--- src/rtl/mcpu_dram_arbiter.sv ---
// Single-port data RAM arbiter: the MCPU core always wins with zero latency,
// a single queued host/debug request executes in the next core-idle cycle.
module mcpu_dram_arbiter #(
    parameter int DATA_WIDTH = 32,
    parameter int ADDR_WIDTH = 8,
    parameter int MAX_WAIT   = 15
) (
    input  logic                  clk,
    input  logic                  reset,
    input  logic [DATA_WIDTH-1:0] core_addr,
    input  logic                  core_re,
    input  logic                  core_we,
    input  logic [DATA_WIDTH-1:0] core_wdata,
    output logic [DATA_WIDTH-1:0] core_rdata,
    output logic                  core_rdata_oe,
    output logic                  core_addr_err,
    input  logic                  host_req,
    input  logic                  host_we,
    input  logic [ADDR_WIDTH-1:0] host_addr,
    input  logic [DATA_WIDTH-1:0] host_wdata,
    output logic                  host_busy,
    output logic                  host_ack,
    output logic [DATA_WIDTH-1:0] host_rdata,
    output logic                  host_starved,
    output logic [15:0]           conflict_cnt,
    output logic [ADDR_WIDTH-1:0] ram_addr,
    output logic                  ram_we,
    output logic [DATA_WIDTH-1:0] ram_wdata,
    input  logic [DATA_WIDTH-1:0] ram_rdata
);

    typedef enum logic [1:0] {
        S_IDLE = 2'd0,
        S_WAIT = 2'd1,
        S_ACK  = 2'd2
    } state_t;

    localparam logic [7:0] MAX_WAIT_C = 8'(MAX_WAIT);

    state_t state_q, state_d;

    logic                  pend_we_q, pend_we_d;
    logic [ADDR_WIDTH-1:0] pend_addr_q, pend_addr_d;
    logic [DATA_WIDTH-1:0] pend_wdata_q, pend_wdata_d;
    logic [7:0]            wait_cnt_q, wait_cnt_d;
    logic [15:0]           conflict_cnt_q, conflict_cnt_d;
    logic [DATA_WIDTH-1:0] host_rdata_q, host_rdata_d;
    logic                  host_starved_q, host_starved_d;
    logic                  core_addr_err_q, core_addr_err_d;

    logic core_active;
    logic addr_ok;
    logic host_exec;
    logic host_blocked;

    assign core_active = core_re | core_we;
    assign addr_ok     = (core_addr[DATA_WIDTH-1:ADDR_WIDTH] == '0);

    // FSM: state register
    always_ff @(posedge clk or negedge reset) begin
        if (!reset) begin
            state_q <= S_IDLE;
        end else begin
            state_q <= state_d;
        end
    end

    // FSM: next state
    always_comb begin
        state_d = state_q;
        unique case (state_q)
            S_IDLE: if (host_req) state_d = S_WAIT;
            S_WAIT: if (!core_active) state_d = S_ACK;
            S_ACK:  state_d = S_IDLE;
            default: state_d = S_IDLE;
        endcase
    end

    // FSM: outputs
    always_comb begin
        host_busy    = 1'b0;
        host_ack     = 1'b0;
        host_exec    = 1'b0;
        host_blocked = 1'b0;
        unique case (state_q)
            S_IDLE: ;
            S_WAIT: begin
                host_busy    = 1'b1;
                host_exec    = !core_active;
                host_blocked = core_active;
            end
            S_ACK: begin
                host_busy = 1'b1;
                host_ack  = 1'b1;
            end
            default: ;
        endcase
    end

    // RAM port mux: core first, then the pending host access, else quiet
    always_comb begin
        ram_addr  = '0;
        ram_we    = 1'b0;
        ram_wdata = '0;
        if (core_active) begin
            ram_addr  = core_addr[ADDR_WIDTH-1:0];
            ram_we    = core_we & addr_ok;
            ram_wdata = core_wdata;
        end else if (host_exec) begin
            ram_addr  = pend_addr_q;
            ram_we    = pend_we_q;
            ram_wdata = pend_we_q ? pend_wdata_q : '0;
        end
    end

    assign core_rdata    = (core_re & addr_ok) ? ram_rdata : '0;
    assign core_rdata_oe = core_re;

    always_comb begin
        pend_we_d       = pend_we_q;
        pend_addr_d     = pend_addr_q;
        pend_wdata_d    = pend_wdata_q;
        wait_cnt_d      = wait_cnt_q;
        conflict_cnt_d  = conflict_cnt_q;
        host_rdata_d    = host_rdata_q;
        core_addr_err_d = core_active & !addr_ok;

        if (state_q == S_IDLE && host_req) begin
            pend_we_d    = host_we;
            pend_addr_d  = host_addr;
            pend_wdata_d = host_wdata;
        end

        if (host_blocked) begin
            wait_cnt_d     = (wait_cnt_q == 8'hFF) ? 8'hFF : wait_cnt_q + 8'd1;
            conflict_cnt_d = conflict_cnt_q + 16'd1;
        end

        if (host_exec) begin
            wait_cnt_d = 8'd0;
            if (!pend_we_q) begin
                host_rdata_d = ram_rdata;
            end
        end

        // registered, but from the next count so it rises with the count
        host_starved_d = (wait_cnt_d >= MAX_WAIT_C);
    end

    always_ff @(posedge clk or negedge reset) begin
        if (!reset) begin
            pend_we_q       <= 1'b0;
            pend_addr_q     <= '0;
            pend_wdata_q    <= '0;
            wait_cnt_q      <= 8'd0;
            conflict_cnt_q  <= 16'd0;
            host_rdata_q    <= '0;
            host_starved_q  <= 1'b0;
            core_addr_err_q <= 1'b0;
        end else begin
            pend_we_q       <= pend_we_d;
            pend_addr_q     <= pend_addr_d;
            pend_wdata_q    <= pend_wdata_d;
            wait_cnt_q      <= wait_cnt_d;
            conflict_cnt_q  <= conflict_cnt_d;
            host_rdata_q    <= host_rdata_d;
            host_starved_q  <= host_starved_d;
            core_addr_err_q <= core_addr_err_d;
        end
    end

    assign host_rdata    = host_rdata_q;
    assign host_starved  = host_starved_q;
    assign conflict_cnt  = conflict_cnt_q;
    assign core_addr_err = core_addr_err_q;

endmodule

--- config.mk ---
export PLATFORM = sky130hd
export DESIGN_NAME = mcpu_dram_arbiter
export DESIGN_NICKNAME = d
export VERILOG_FILES = /design/src/rtl/mcpu_dram_arbiter.sv
export SDC_FILE = /design/constraint.sdc
export NUM_CORES = 1
export LEC_CHECK = 0
export ABC_AREA = 1
export CAP_MARGIN = 10
export CORE_AREA = 2 2 123 125
export DETAILED_ROUTE_END_ITERATION = 10
export DIE_AREA = 0 0 125 127
export GPL_ROUTABILITY_DRIVEN = 0
export GPL_TIMING_DRIVEN = 0
export PLACE_DENSITY = 0.84
export SLEW_MARGIN = 0
export SYNTH_ARGS = -nofsm -noshare
export SYNTH_HDL_FRONTEND = slang
export SYNTH_SLANG_ARGS = --single-unit
--- constraint.sdc ---
create_clock -name clk -period 1.7 [get_ports clk]
set_input_delay 0.255 -clock clk [delete_from_list [all_inputs] [get_ports clk]]
set_output_delay 0.255 -clock clk [all_outputs]
set_load 0.005 [all_outputs]
==> flow_metrics.env, run 1 <==
export IMPL_status="finished with violations"
export IMPL_violations="negative setup slack"
export IMPL_stdcell_count=1060
export IMPL_final_cell_area_sq_um=9112
export IMPL_initial_core_util_pct=34.72
export IMPL_cts_sinks=101
export IMPL_cp_required_ps=1980
export IMPL_r2r_slack_ps=-360
export IMPL_fp_dieW_um=125
export IMPL_dp_hpwl_um=12650
export IMPL_whs_ps=469.1
export IMPL_antenna_left=0
export IMPL_synth_edff_count=0
export IMPL_p_total_mw=10.93
export IMPL_setup_tns_final_ps=-14420
export IMPL_max_freq_mhz=486.4
export IMPL_wire_per_inst_um=17.83
export IMPL_fin_ws_ps=-355.8
export IMPL_synth_mux_area_fraction_pct=8.996
export IMPL_yosysWarnings=0
export IMPL_ys_top_cells_by_area="dfrtp_1 (50%), mux2_2 (9.0%), nand2_1 (7.0%)"
export IMPL_synthArstFlopShare_pct=100.0
export IMPL_synth_top_family_by_area="simple AND/OR/NAND/NOR gates"
export IMPL_synthAdderAreaFrac_pct=1.749
export IMPL_vias_per_cell=4.981
export IMPL_nFillCells=1141
export IMPL_area_growth_synth_to_final_pct=81.98
export IMPL_hp_class="in -> async"
export IMPL_p_per_area_nw_per_um2=1200
export IMPL_cp_arrival_ps=2340
export IMPL_tightest_slew_ps=628.6
export IMPL_grt_antenna_before_repair=0
export IMPL_final_util_pct=63.18
export IMPL_ys_seq_elements=101
export IMPL_ys_seq_area_share_pct=50.47
export IMPL_cts_root_buffer="clkbuf_16"
export IMPL_slowest_delay_ps=390
export IMPL_clk_insertion_delay_late_ps=350
export IMPL_crit_type="reg -> reg"
export IMPL_cts_buffers=9
export IMPL_synth_compound_area_share_pct=12.49
export IMPL_dp_slack_ps=-1140
export IMPL_grt_usage_pct=22.40
export IMPL_r2r_cells=14
export IMPL_final_setup_viol_count=63
export IMPL_synth_top_area_share_pct=50.47
export IMPL_first_global_vias=5465
export IMPL_drc=0
export IMPL_drive_above_1_share_pct=36.76
export IMPL_grt_pass1_wl_um=28190
export IMPL_synth_main_ff_cell="dfrtp_1"
export IMPL_maxSlewViolCount=0
export IMPL_wirelength_um=18900
export IMPL_first_pass_iters=7
export IMPL_dp_cells=983
export IMPL_leakagePower_nw=4.412
export IMPL_fin_worst_skew_ps=9.727
export IMPL_cts_buffer_depth=2
export IMPL_ir_drop_mv=0.5531
export IMPL_cap_violations=0
export IMPL_period_share_pct=120.9
export IMPL_syn_inst=531
export IMPL_cp_max_fo=7
export IMPL_grt_max_degree=58
export IMPL_synth_area_leader_cell="dfrtp_1"
export IMPL_cts_reportedPaths_clkPinSlew_ps=70
export IMPL_ys_types=31
export IMPL_vias=5280
export IMPL_r2r_end="host_starved$_DFF_PN0_"
export IMPL_overflow=0
export IMPL_cts_htree_levels=3
export IMPL_rr_startpoint="state_q[1]$_DFFE_PN0P_"
export IMPL_drt_initial_drc_count=263
export IMPL_crit_chain="inv_2 -> ha_4 -> clkinv_4 -> buf_4 -> buf_4 -> nor2_4 -> buf_6 -> buf_12 -> nand3b_4 -> nand2_2 -> nand2_1 -> nor2_1 -> nand2_1 -> nand3_1"
export IMPL_hold_viol=0
export IMPL_post_dp_cell_area_sq_um=7935
export IMPL_yosys_area_share_simple_pct=16.79
export IMPL_syn_area_per_cell_sq_um=9.430
export IMPL_maxSlewHeadroom_pct=58.09
export IMPL_critPathCaptureType="flip-flop"
export IMPL_synth_area_sq_um=5007
export IMPL_cp_start_kind="flip-flop"
export IMPL_die_y_um=127
export IMPL_rsz0062_at_grt="yes"
export IMPL_fp_row_count=44
export IMPL_ios=268
export IMPL_post_route_min_period_ps=2056
export IMPL_core_sq_um=14420
export IMPL_layout_nets=1020
export IMPL_synth_xor_area_share_pct=2.274
export IMPL_yosysMostFrequentCell="dfrtp_1"
export IMPL_cp_slowest_cell="dfrtp_1"
export IMPL_synth_nets=680
export IMPL_io_buffers=267
export IMPL_dieArea_sq_um=15880
export IMPL_synth_common_cells="dfrtp_1 (101), nand2_1 (94), nor2_1 (65)"
export IMPL_cts_tree="yes"
export IMPL_diodes=0
[critical path, delay by kind of cell, from the launching register on]
kind	cells	cell delay (ps)
buffers and inverters	6	720
DFF	1	390
and+or+nand+nor	7	740
adders and majority gates	1	150
[sequential cells by signal, summed over array words and instances, names as in the netlist]
signal	cells
conflict_cnt	16
core_addr_err	1
state_q	2
wait_cnt_q	8
pend_addr_q	8
pend_we_q	1
host_rdata	32
host_starved	1
pend_wdata_q	32
[metal layers]
layer,vias up,global-route usage (%),share of wire (%)
li1,2447,-,-
met1,2561,24.61,37
met2,215,41.11,53
met3,57,4.146,5.0
met4,0,11.96,4.6
met5,-,0,0
[final cells by class]
class / count / area (sq um) / share of cell area, %
repair buffers: 327 / 2955 / 32.43
flip-flops and latches: 101 / 2527 / 27.74
multi-input cells: 342 / 2506 / 27.50
plain buffers: 28 / 356.6 / 3.913
clock buffers: 12 / 246.5 / 2.705
inverters: 62 / 242.7 / 2.664
well taps: 184 / 230.2 / 2.526
clock inverters: 4 / 47.55 / 0.5218
[placed cells by master, fill, tap and decap left out, types with 5 or more instances in the layout]
cell type,netlist,routed
o21ai_0,34,16
a32o_1,32,26
nand2_2,5,11
nor2_4,4,28
buf_2,4,72
a22o_1,8,8
nor2_1,65,28
nor2_2,2,16
clkbuf_2,0,11
buf_4,1,34
buf_6,2,37
nand3_1,11,7
o21ai_1,2,19
nand2_4,0,7
buf_8,0,9
a32o_2,0,6
clkbuf_16,0,17
nand2_1,94,81
inv_1,61,56
a21oi_1,8,5
dfrtp_1,101,101
xnor2_1,6,6
nand4_1,7,7
mux2_2,40,40
clkdlybuf4s50_1,0,166
ha_1,7,5
xor2_1,7,7
[logic make-up (layout without fill, tap and decap cells)]
| kind of cell | Yosys count | count (layout) |
|---|---|---|
| and+or+nand+nor | 194 | 196 |
| DFF | 101 | 101 |
| buffers and inverters | 90 | 433 |
| AOI/OAI and AO/OA | 86 | 86 |
| muxes | 40 | 40 |
| xor gates and xnor gates | 13 | 13 |
| adders and majority gates | 7 | 7 |
[timing repair]
action / CTS / global route
cloned: 6 / 5
gates resized for setup: 453 / 144
hold endpoints to repair: 44 / 0
setup buffers: 42 / 8
pin swaps: 40 / 41
setup endpoints to repair: 166 / 167
hold buffers: 1 / 0
[power by group]
group          internal (mW)  switching (mW)
Sequential              3.42           0.678
Combinational           2.72            2.03
Clock                   1.18           0.908
[how the worst max path moves through the flow]
stage,cells after the start,startpoint,endpoint,slack [ps]
after floorplan,6,state_q[1]$_DFFE_PN0P_,ram_wdata[10],-30
after global placement,1,reset,host_rdata[20]$_DFFE_PN0P_,-3480
after detailed placement,7,core_re,ram_addr[1],-1140
after CTS,8,state_q[0]$_DFFE_PN0P_,ram_wdata[20],-380
after global routing,14,state_q[1]$_DFFE_PN0P_,host_starved$_DFF_PN0_,-440
final,14,state_q[1]$_DFFE_PN0P_,host_starved$_DFF_PN0_,-360
Power figures use the tool's default switching activity.
==> inputs of run 2 (changes only) <==
--- a/config.mk
+++ b/config.mk
@@ -12,6 +12,7 @@
 export DIE_AREA = 0 0 125 127
 export GPL_ROUTABILITY_DRIVEN = 0
 export GPL_TIMING_DRIVEN = 0
+export HOLD_SLACK_MARGIN = 0.06
 export PLACE_DENSITY = 0.84
 export SLEW_MARGIN = 0
 export SYNTH_ARGS = -nofsm -noshare
==> results of run 2 <==
The final DEF is identical to that of run 1; final timing and power are the same.
